**config.mk**
```make
export PLATFORM = sky130hd
export DESIGN_NAME = bubble_sort_engine
export DESIGN_NICKNAME = d
export VERILOG_FILES = /design/src/rtl/bubble_sort_engine.sv
export SDC_FILE = /design/constraint.sdc
export NUM_CORES = 1
export LEC_CHECK = 0
export CAP_MARGIN = 20
export CORE_ASPECT_RATIO = 2
export CORE_MARGIN = 4
export CORE_UTILIZATION = 55
export CTS_CLUSTER_SIZE = 40
export DETAILED_ROUTE_END_ITERATION = 7
export GPL_ROUTABILITY_DRIVEN = 0
export PLACE_DENSITY = 0.82
export SLEW_MARGIN = 30
export SYNTH_ARGS = -nofsm -noshare
export SYNTH_HDL_FRONTEND = slang
export SYNTH_SLANG_ARGS = --single-unit
```
**constraint.sdc**
```tcl
create_clock -name clk -period 5.1 [get_ports clk]
set_clock_uncertainty 0.1 [all_clocks]
set_input_delay 1.02 -clock clk [delete_from_list [all_inputs] [get_ports clk]]
set_output_delay 1.02 -clock clk [all_outputs]
set_load 0.005 [all_outputs]
```
**src/rtl/bubble_sort_engine.sv**
```systemverilog
// In-place bubble sorter: N entries of W bits, serial load, one compare/swap per cycle.
// Optional swap counter output enabled by defining BUBBLE_SORT_STATS_EN.
module bubble_sort_engine #(
  parameter int unsigned N = 4,
  parameter int unsigned W = 4,
  localparam int unsigned PW = (N > 1) ? $clog2(N) : 1,
  localparam int unsigned SW = (N > 1) ? $clog2(N * (N - 1) / 2 + 1) : 1
) (
  input  logic           clk,
  input  logic           rst,
  input  logic           load_valid,
  input  logic [W-1:0]   load_data,
  input  logic           start,
  input  logic           descending,
  output logic           busy,
  output logic           done,
  output logic           sorted,
  output logic [PW-1:0]  wr_ptr,
`ifdef BUBBLE_SORT_STATS_EN
  output logic [SW-1:0]  swap_count,
`endif
  output logic [N*W-1:0] data_out
);

  typedef enum logic [1:0] {IDLE, SORT, DONE} state_t;

  state_t         state, state_nx;
  logic [W-1:0]   mem [N];
  logic [PW-1:0]  i, j, jn;
  logic           mode, flag;
  logic [W-1:0]   cur_c, nxt_c;
  logic           load_c, accept_c, swap_c, last_c, fin_c;

  // Operand pair at the current compare index.
  if (N > 1) begin : g_cmp
    always_comb begin
      jn    = j + PW'(1);
      cur_c = mem[j];
      nxt_c = mem[jn];
    end
  end else begin : g_one
    always_comb begin
      jn    = '0;
      cur_c = mem[0];
      nxt_c = mem[0];
    end
  end

  // Swap decision and end-of-pass / early-exit detection.
  always_comb begin
    swap_c = (state == SORT) && (mode ? (cur_c < nxt_c) : (cur_c > nxt_c));
    last_c = int'(j) >= int'(N) - 2 - int'(i);
    fin_c  = last_c && (!(flag || swap_c) || (int'(i) == int'(N) - 2));
  end

  always_ff @(posedge clk or posedge rst) begin
    if (rst) state <= IDLE;
    else     state <= state_nx;
  end

  always_comb begin
    state_nx = state;
    load_c   = 1'b0;
    accept_c = 1'b0;
    case (state)
      IDLE: begin
        if (load_valid) begin
          load_c = 1'b1;
        end else if (start) begin
          accept_c = 1'b1;
          state_nx = (N == 1) ? DONE : SORT;
        end
      end
      SORT:    if (fin_c) state_nx = DONE;
      DONE:    state_nx = IDLE;
      default: state_nx = IDLE;
    endcase
  end

  always_ff @(posedge clk or posedge rst) begin
    if (rst) begin
      for (int k = 0; k < int'(N); k++) mem[k] <= '0;
      wr_ptr <= '0;
      busy   <= 1'b0;
      done   <= 1'b0;
      sorted <= 1'b0;
      i      <= '0;
      j      <= '0;
      mode   <= 1'b0;
      flag   <= 1'b0;
`ifdef BUBBLE_SORT_STATS_EN
      swap_count <= '0;
`endif
    end else begin
      busy <= (state_nx == SORT);
      done <= (state_nx == DONE);
      if (load_c) begin
        mem[wr_ptr] <= load_data;
        wr_ptr      <= (wr_ptr == PW'(N - 1)) ? '0 : wr_ptr + PW'(1);
        sorted      <= 1'b0;
      end
      if (accept_c) begin
        mode   <= descending;
        i      <= '0;
        j      <= '0;
        flag   <= 1'b0;
        wr_ptr <= '0;
        sorted <= 1'b0;
`ifdef BUBBLE_SORT_STATS_EN
        swap_count <= '0;
`endif
      end
      if (state == SORT) begin
        if (swap_c) begin
          mem[j]  <= nxt_c;
          mem[jn] <= cur_c;
`ifdef BUBBLE_SORT_STATS_EN
          swap_count <= swap_count + SW'(1);
`endif
        end
        if (!last_c) begin
          j    <= j + PW'(1);
          flag <= flag | swap_c;
        end else if (!fin_c) begin
          i    <= i + PW'(1);
          j    <= '0;
          flag <= 1'b0;
        end
      end
      if (state == DONE) sorted <= 1'b1;
    end
  end

  always_comb begin
    data_out = '0;
    for (int k = 0; k < int'(N); k++) data_out[k*W +: W] = mem[k];
  end

endmodule

```
# [After elaboration in Yosys (flattened, before gate mapping)]
# Index checks and enable logic that the tools add are counted.
[word_totals] reg_bits=29 input_bits=9 output_inout_bits=21 word_cells=93
[op_classes] n_addsub=4 magnitude_cmp=9 n_eq_ne=6 mux=46 bitwise_logic=4 n_reduce_logical=11
[op_table] operator="bitwise mux 16 bit" n=3
[op_table] operator="2-to-1 mux 16 bit" n=3
[op_table] operator="2-to-1 mux 2 bit" n=14
[op_table] operator="2-to-1 mux 4 bit" n=7
[op_table] operator="demux 4 bit (select 2 bit)" n=3
[op_table] operator="binary-select mux 4 bit (select 2 bit)" n=2
[op_table] operator="2-to-1 mux 1 bit" n=13
[op_table] operator=">= comparator 3 bit (second input constant)" n=3
[op_table] operator="less-than comparator 3 x 1 -> 1 bit (second input constant)" n=3
[op_table] operator="inverter 2 -> 3 bit" n=3
[op_table] operator="equality test 2 bit (second input constant)" n=4
[op_table] operator="adder 2 x 1 -> 2 bit (second input constant)" n=3
[op_table] operator="logical AND 1 bit" n=5
[op_table] operator="equality test 2 x 1 -> 1 bit (second input constant)" n=2
[op_table] operator="> comparator 4 bit" n=1
[op_table] operator="less-than comparator 4 bit" n=1
[op_table] operator="one-hot mux 2 bit (2 select lines)" n=1
[op_table] operator=">= comparator 3 bit" n=1
[op_table] operator="nonzero test 3 bit" n=1
[op_table] operator="subtractor 2 x 2 -> 3 bit (first input constant)" n=1
[op_table] operator="logical NOT 2 bit" n=1
[op_table] operator="logical OR 1 bit" n=2
[op_table] operator="nonzero test 2 bit" n=1
[op_table] operator="logical NOT 1 bit" n=1
[op_table] operator="bitwise OR 1 bit" n=1

# [Longest topological paths before layout]
[depth] ltp_word=15 ltp_mapped=13 depth_no_buf=10

# [Worst setup path before layout]
# No wires, ideal clock.
[synth_path] path_kind="flip-flop to flip-flop" from="register j[0]" to="register mem, in the netlist data_out[10]" setup_time_ps=149 arrival_time_ps=3304 t_required_ps=4851 slack_ps=1547 stages_incl_launch_ff=13 n_path_buf=2 period_less_slack_ps=3553 path_cell_list="dfrtp_1 > clkinv_1 > ha_1 > buf_2 > mux4_2 > inv_1 > ha_1 > nor2b_4 > o211ai_4 > mux2_4 > nor3_4 > buf_6 > a311oi_1"
[synth_between] elab_chain_cells=10 elab_cells_between_ends=27 classes_between="add/sub: 1; order compare: 6; mux: 15; bitwise: 2; reduce/logical: 3"
[synth_rtl] item="from (decl)" line_no="29" text="logic [PW-1:0] i, j, jn;"
[synth_rtl] item="from (signal assigned)" line_no="122" text="j <= j + PW'(1);"
[synth_rtl] item="adder 2 x 1 -> 2 bit" line_no="37" text="jn = j + PW'(1);"
[synth_rtl] item="inverter 2 -> 3 bit (not written as such)" line_no="39, 116"
[synth_rtl] item="binary-select mux 4 bit (select 2 bit)" line_no="39" text="nxt_c = mem[jn];"
[synth_rtl] item="2-to-1 mux 4 bit (not written as such) (2 in a row)" line_no="39"
[synth_rtl] item="> comparator 4 bit / less-than comparator 4 bit (equally long branches)" line_no="51" text="swap_c = (state == SORT) && (mode ? (cur_c < nxt_c) : (cur_c > nxt_c));"
[synth_rtl] item="2-to-1 mux 1 bit" line_no="51"
[synth_rtl] item="logical AND 1 bit" line_no="51"
[synth_rtl] item="2-to-1 mux 16 bit (*)" line_no="114" text="if (swap_c) begin"
[synth_rtl] item="2-to-1 mux 16 bit (*)" line_no="113" text="if (state == SORT) begin"
[synth_rtl] item="to (signal, indexed assignment)" line_no="98" text="mem[wr_ptr] <= load_data;"
[synth_rtl] item="to (signal, indexed assignment)" line_no="115" text="mem[j] <= nxt_c;"
[synth_rtl] item="to (signal, indexed assignment)" line_no="116" text="mem[jn] <= cur_c;"
[synth_rtl] item="to (decl)" line_no="28" text="logic [W-1:0] mem [N];"
# Every way passes the cells marked *; elsewhere a longest branch is shown, timed or not. The select of a mux whose other input is x is not followed.
# A chain may end at the register's enable or synchronous reset.

# [Final worst setup path]
[layout_path] from="register j[0]" to="register mem, in the netlist data_out[8]"
# The elaborated chain is that of the path after synthesis.

==> flow_metrics.tcl <==
set metrics [dict create \
    gr-max-usage-layer "met2" \
    maxCapViolations 0 \
    die_width_um 53.4 \
    grtUsageMet1 0.281 \
    synth_warnings 0 \
    grt_pass1_vias 2061 \
    ctsResizeCount 0 \
    ys_seq_area_frac 0.320 \
    r2r_slack_ps 910 \
    worstHoldPathCells 2 \
    worstSetupPathType "flip-flop to flip-flop" \
    clockBufferDepth 2 \
    antenna_left 0 \
    track_usage 0.260 \
    crit_chain "clkinv_1, ha_1, mux4_2, inv_1, ha_1, nor2b_4, o211ai_4, mux2_4, nor3_4, a311oi_1" \
    die-area_mm2 0.00527 \
    post_drt_wl_per_cell_um 20.1 \
    cts_setup_buffers 0 \
    synth_edf_count 0 \
    grt_overflow 0 \
    core_area_mm2 0.00392 \
    drt_iter0_drc 88 \
    wirelength_um 6070 \
    crit_arrival_ps 4220 \
    fillers 355 \
    endpoint_kind "flip-flop" \
    fmax_mhz 239 \
    rsz0062_at_grt "no" \
    status "completed" \
    multiInputGateArea_mm2 0.00142 \
    final_cell_mix "dfrtp_1, clkdlybuf4s50_1, mux2_2" \
    cp-start-kind "flip-flop" \
    htree_levels 2 \
    period_share 0.822 \
    worstReg2RegStart "j[0]" \
    use_met3 0.0408 \
    numCtsBuffers 5 \
    finalSetupViolations 0 \
    hp-class "flip-flop to flip-flop" \
    clk_latency_ps 280 \
    synth_cell_types 45 \
    netlist_area_mm2 0.00226 \
    slew_viol_final 0 \
    cts_tree "built" \
    num_rows 32 \
    grt_max_degree 30 \
    clockRootBuffer "clkbuf_8" \
    hold_end "sorted" \
    async_reset_ff_frac 1.00 \
    met2_usage 0.444 \
    syn_nets 251 \
    finalHoldViolCount 0 \
    nets 275 \
    layout-drive-gt1-share 0.187 \
    cts_sinks 29 \
    clkSlewWorstSetupHoldPaths_ps 60 \
    cpPeakStageDelay_ps 610 \
    diodes 0 \
    cp_data_required_time_ps 5130 \
    syn2layout_area_growth_pct 17.2 \
    synth.avg_cell_area_um2 10.0 \
    setup_tns_ps 0 \
    grt_pass1_wl_um 10100 \
    hold_buffers 0 \
    drc 0 \
    vias 1972 \
    syn_inst 226 \
    maxSlewHeadroom 0.509 \
    hpwl_um 4710 \
    die_h_um 98.7 \
    vias_per_cell 6.53 \
    io_pins 30 \
    ys.flop_type "dfrtp_1" \
    r2r_cells 10 \
    start_util 0.577 \
    slowest_stage "mux4_2" \
    portBuffers 29 \
    timing.rr.end "data_out[8]" \
    period_minus_slack_ps 4190 \
    crit_fanout 18 \
    worstMarginPinSlew_ps 729 \
    regArea_um2 726 \
    path_common_cell "ha_1" \
    ys_ff_latch 29 \
    hold_start "sorted" \
    dr.pass1.iters 4 \
    antenna_found_initial 0 \
]
area by class of cell:
type,count,share of cell area
repair buffers,29,0.109
clock buffers,7,0.0363
flip-flops and latches,29,0.273
multi-input cells,170,0.534
clock inverters,1,0.00189
well taps,51,0.0240
inverters,15,0.0212
registers in the layout, summed over array words and instances, names as in the netlist:
name	count
sorted	1
i	2
flag	1
mode	1
state	2
done	1
j	2
wr_ptr	2
busy	1
data_out	16
worst max-delay path, delay by kind of cell (launching register included):
family	cells	cell delay [ps]
mux	2	1040
fa+ha+maj	2	790
simple gates	2	700
flops	1	520
buf+inv	2	450
compound gates	2	450
through the flow:
stage | setup slack, ps | util | area [um2] | hold slack (ps) | std cells
floorplan | 1550 | - | 2260 | 394 | 226
global placement | 1120 | 0.651 | 2550 | 392 | 294
detailed placement | 991 | 0.651 | 2550 | 404 | 294
CTS | 942 | 0.676 | 2650 | 417 | 302
global route | 633 | 0.676 | 2650 | 465 | 302
finish | 910 | 0.676 | 2650 | 413 | 302
logic make-up (layout without fill, tap and decap cells):
| logic type | Yosys count | after routing | share of synthesized area |
|---|---|---|---|
| buf+inv | 27 | 52 | 0.0541 |
| compound gates | 54 | 54 | 0.178 |
| mux | 34 | 34 | 0.197 |
| fa+ha+maj | 16 | 16 | 0.0884 |
| flops | 29 | 29 | 0.320 |
| simple gates | 66 | 66 | 0.161 |
worst max-delay path by stage:
stage | from | endpoint | slack [ps] | depth (start not counted)
after floorplan | j[0] | data_out[10] | 1550 | 12
after global placement | j[0] | data_out[6] | 1120 | 10
after detailed placement | j[0] | data_out[6] | 990 | 10
after CTS | j[0] | data_out[8] | 940 | 10
after global routing | j[0] | data_out[6] | 630 | 10
final | j[0] | data_out[8] | 910 | 10
routing by layer:
layer  share of wire  up-vias
met1            0.33      947
li1                -      917
met4           0.048        0
met2            0.56       81
met3           0.056       27
met5               0        -
cells in the mapped netlist (2+ instances only):
cell	instances	area share
a211oi_1	3	0.0099
a21oi_1	2	0.0044
a22o_1	2	0.0077
a311oi_1	16	0.062
a31oi_1	16	0.044
buf_1	4	0.0066
buf_2	5	0.011
buf_4	2	0.0066
dfrtp_1	29	0.32
ha_1	16	0.088
inv_1	14	0.023
mux2_2	21	0.10
mux2i_1	6	0.027
mux2i_4	2	0.020
mux4_2	4	0.040
nand2_1	14	0.023
nand2b_1	3	0.0083
nand3b_1	5	0.017
nor2_1	13	0.022
nor2b_1	2	0.0055
nor3_1	9	0.020
nor4_1	8	0.022
o21ai_0	7	0.015
or2_2	2	0.0055
Power is not shown: default switching activity piles up to over one toggle a cycle in this logic, so the estimate is an artifact.
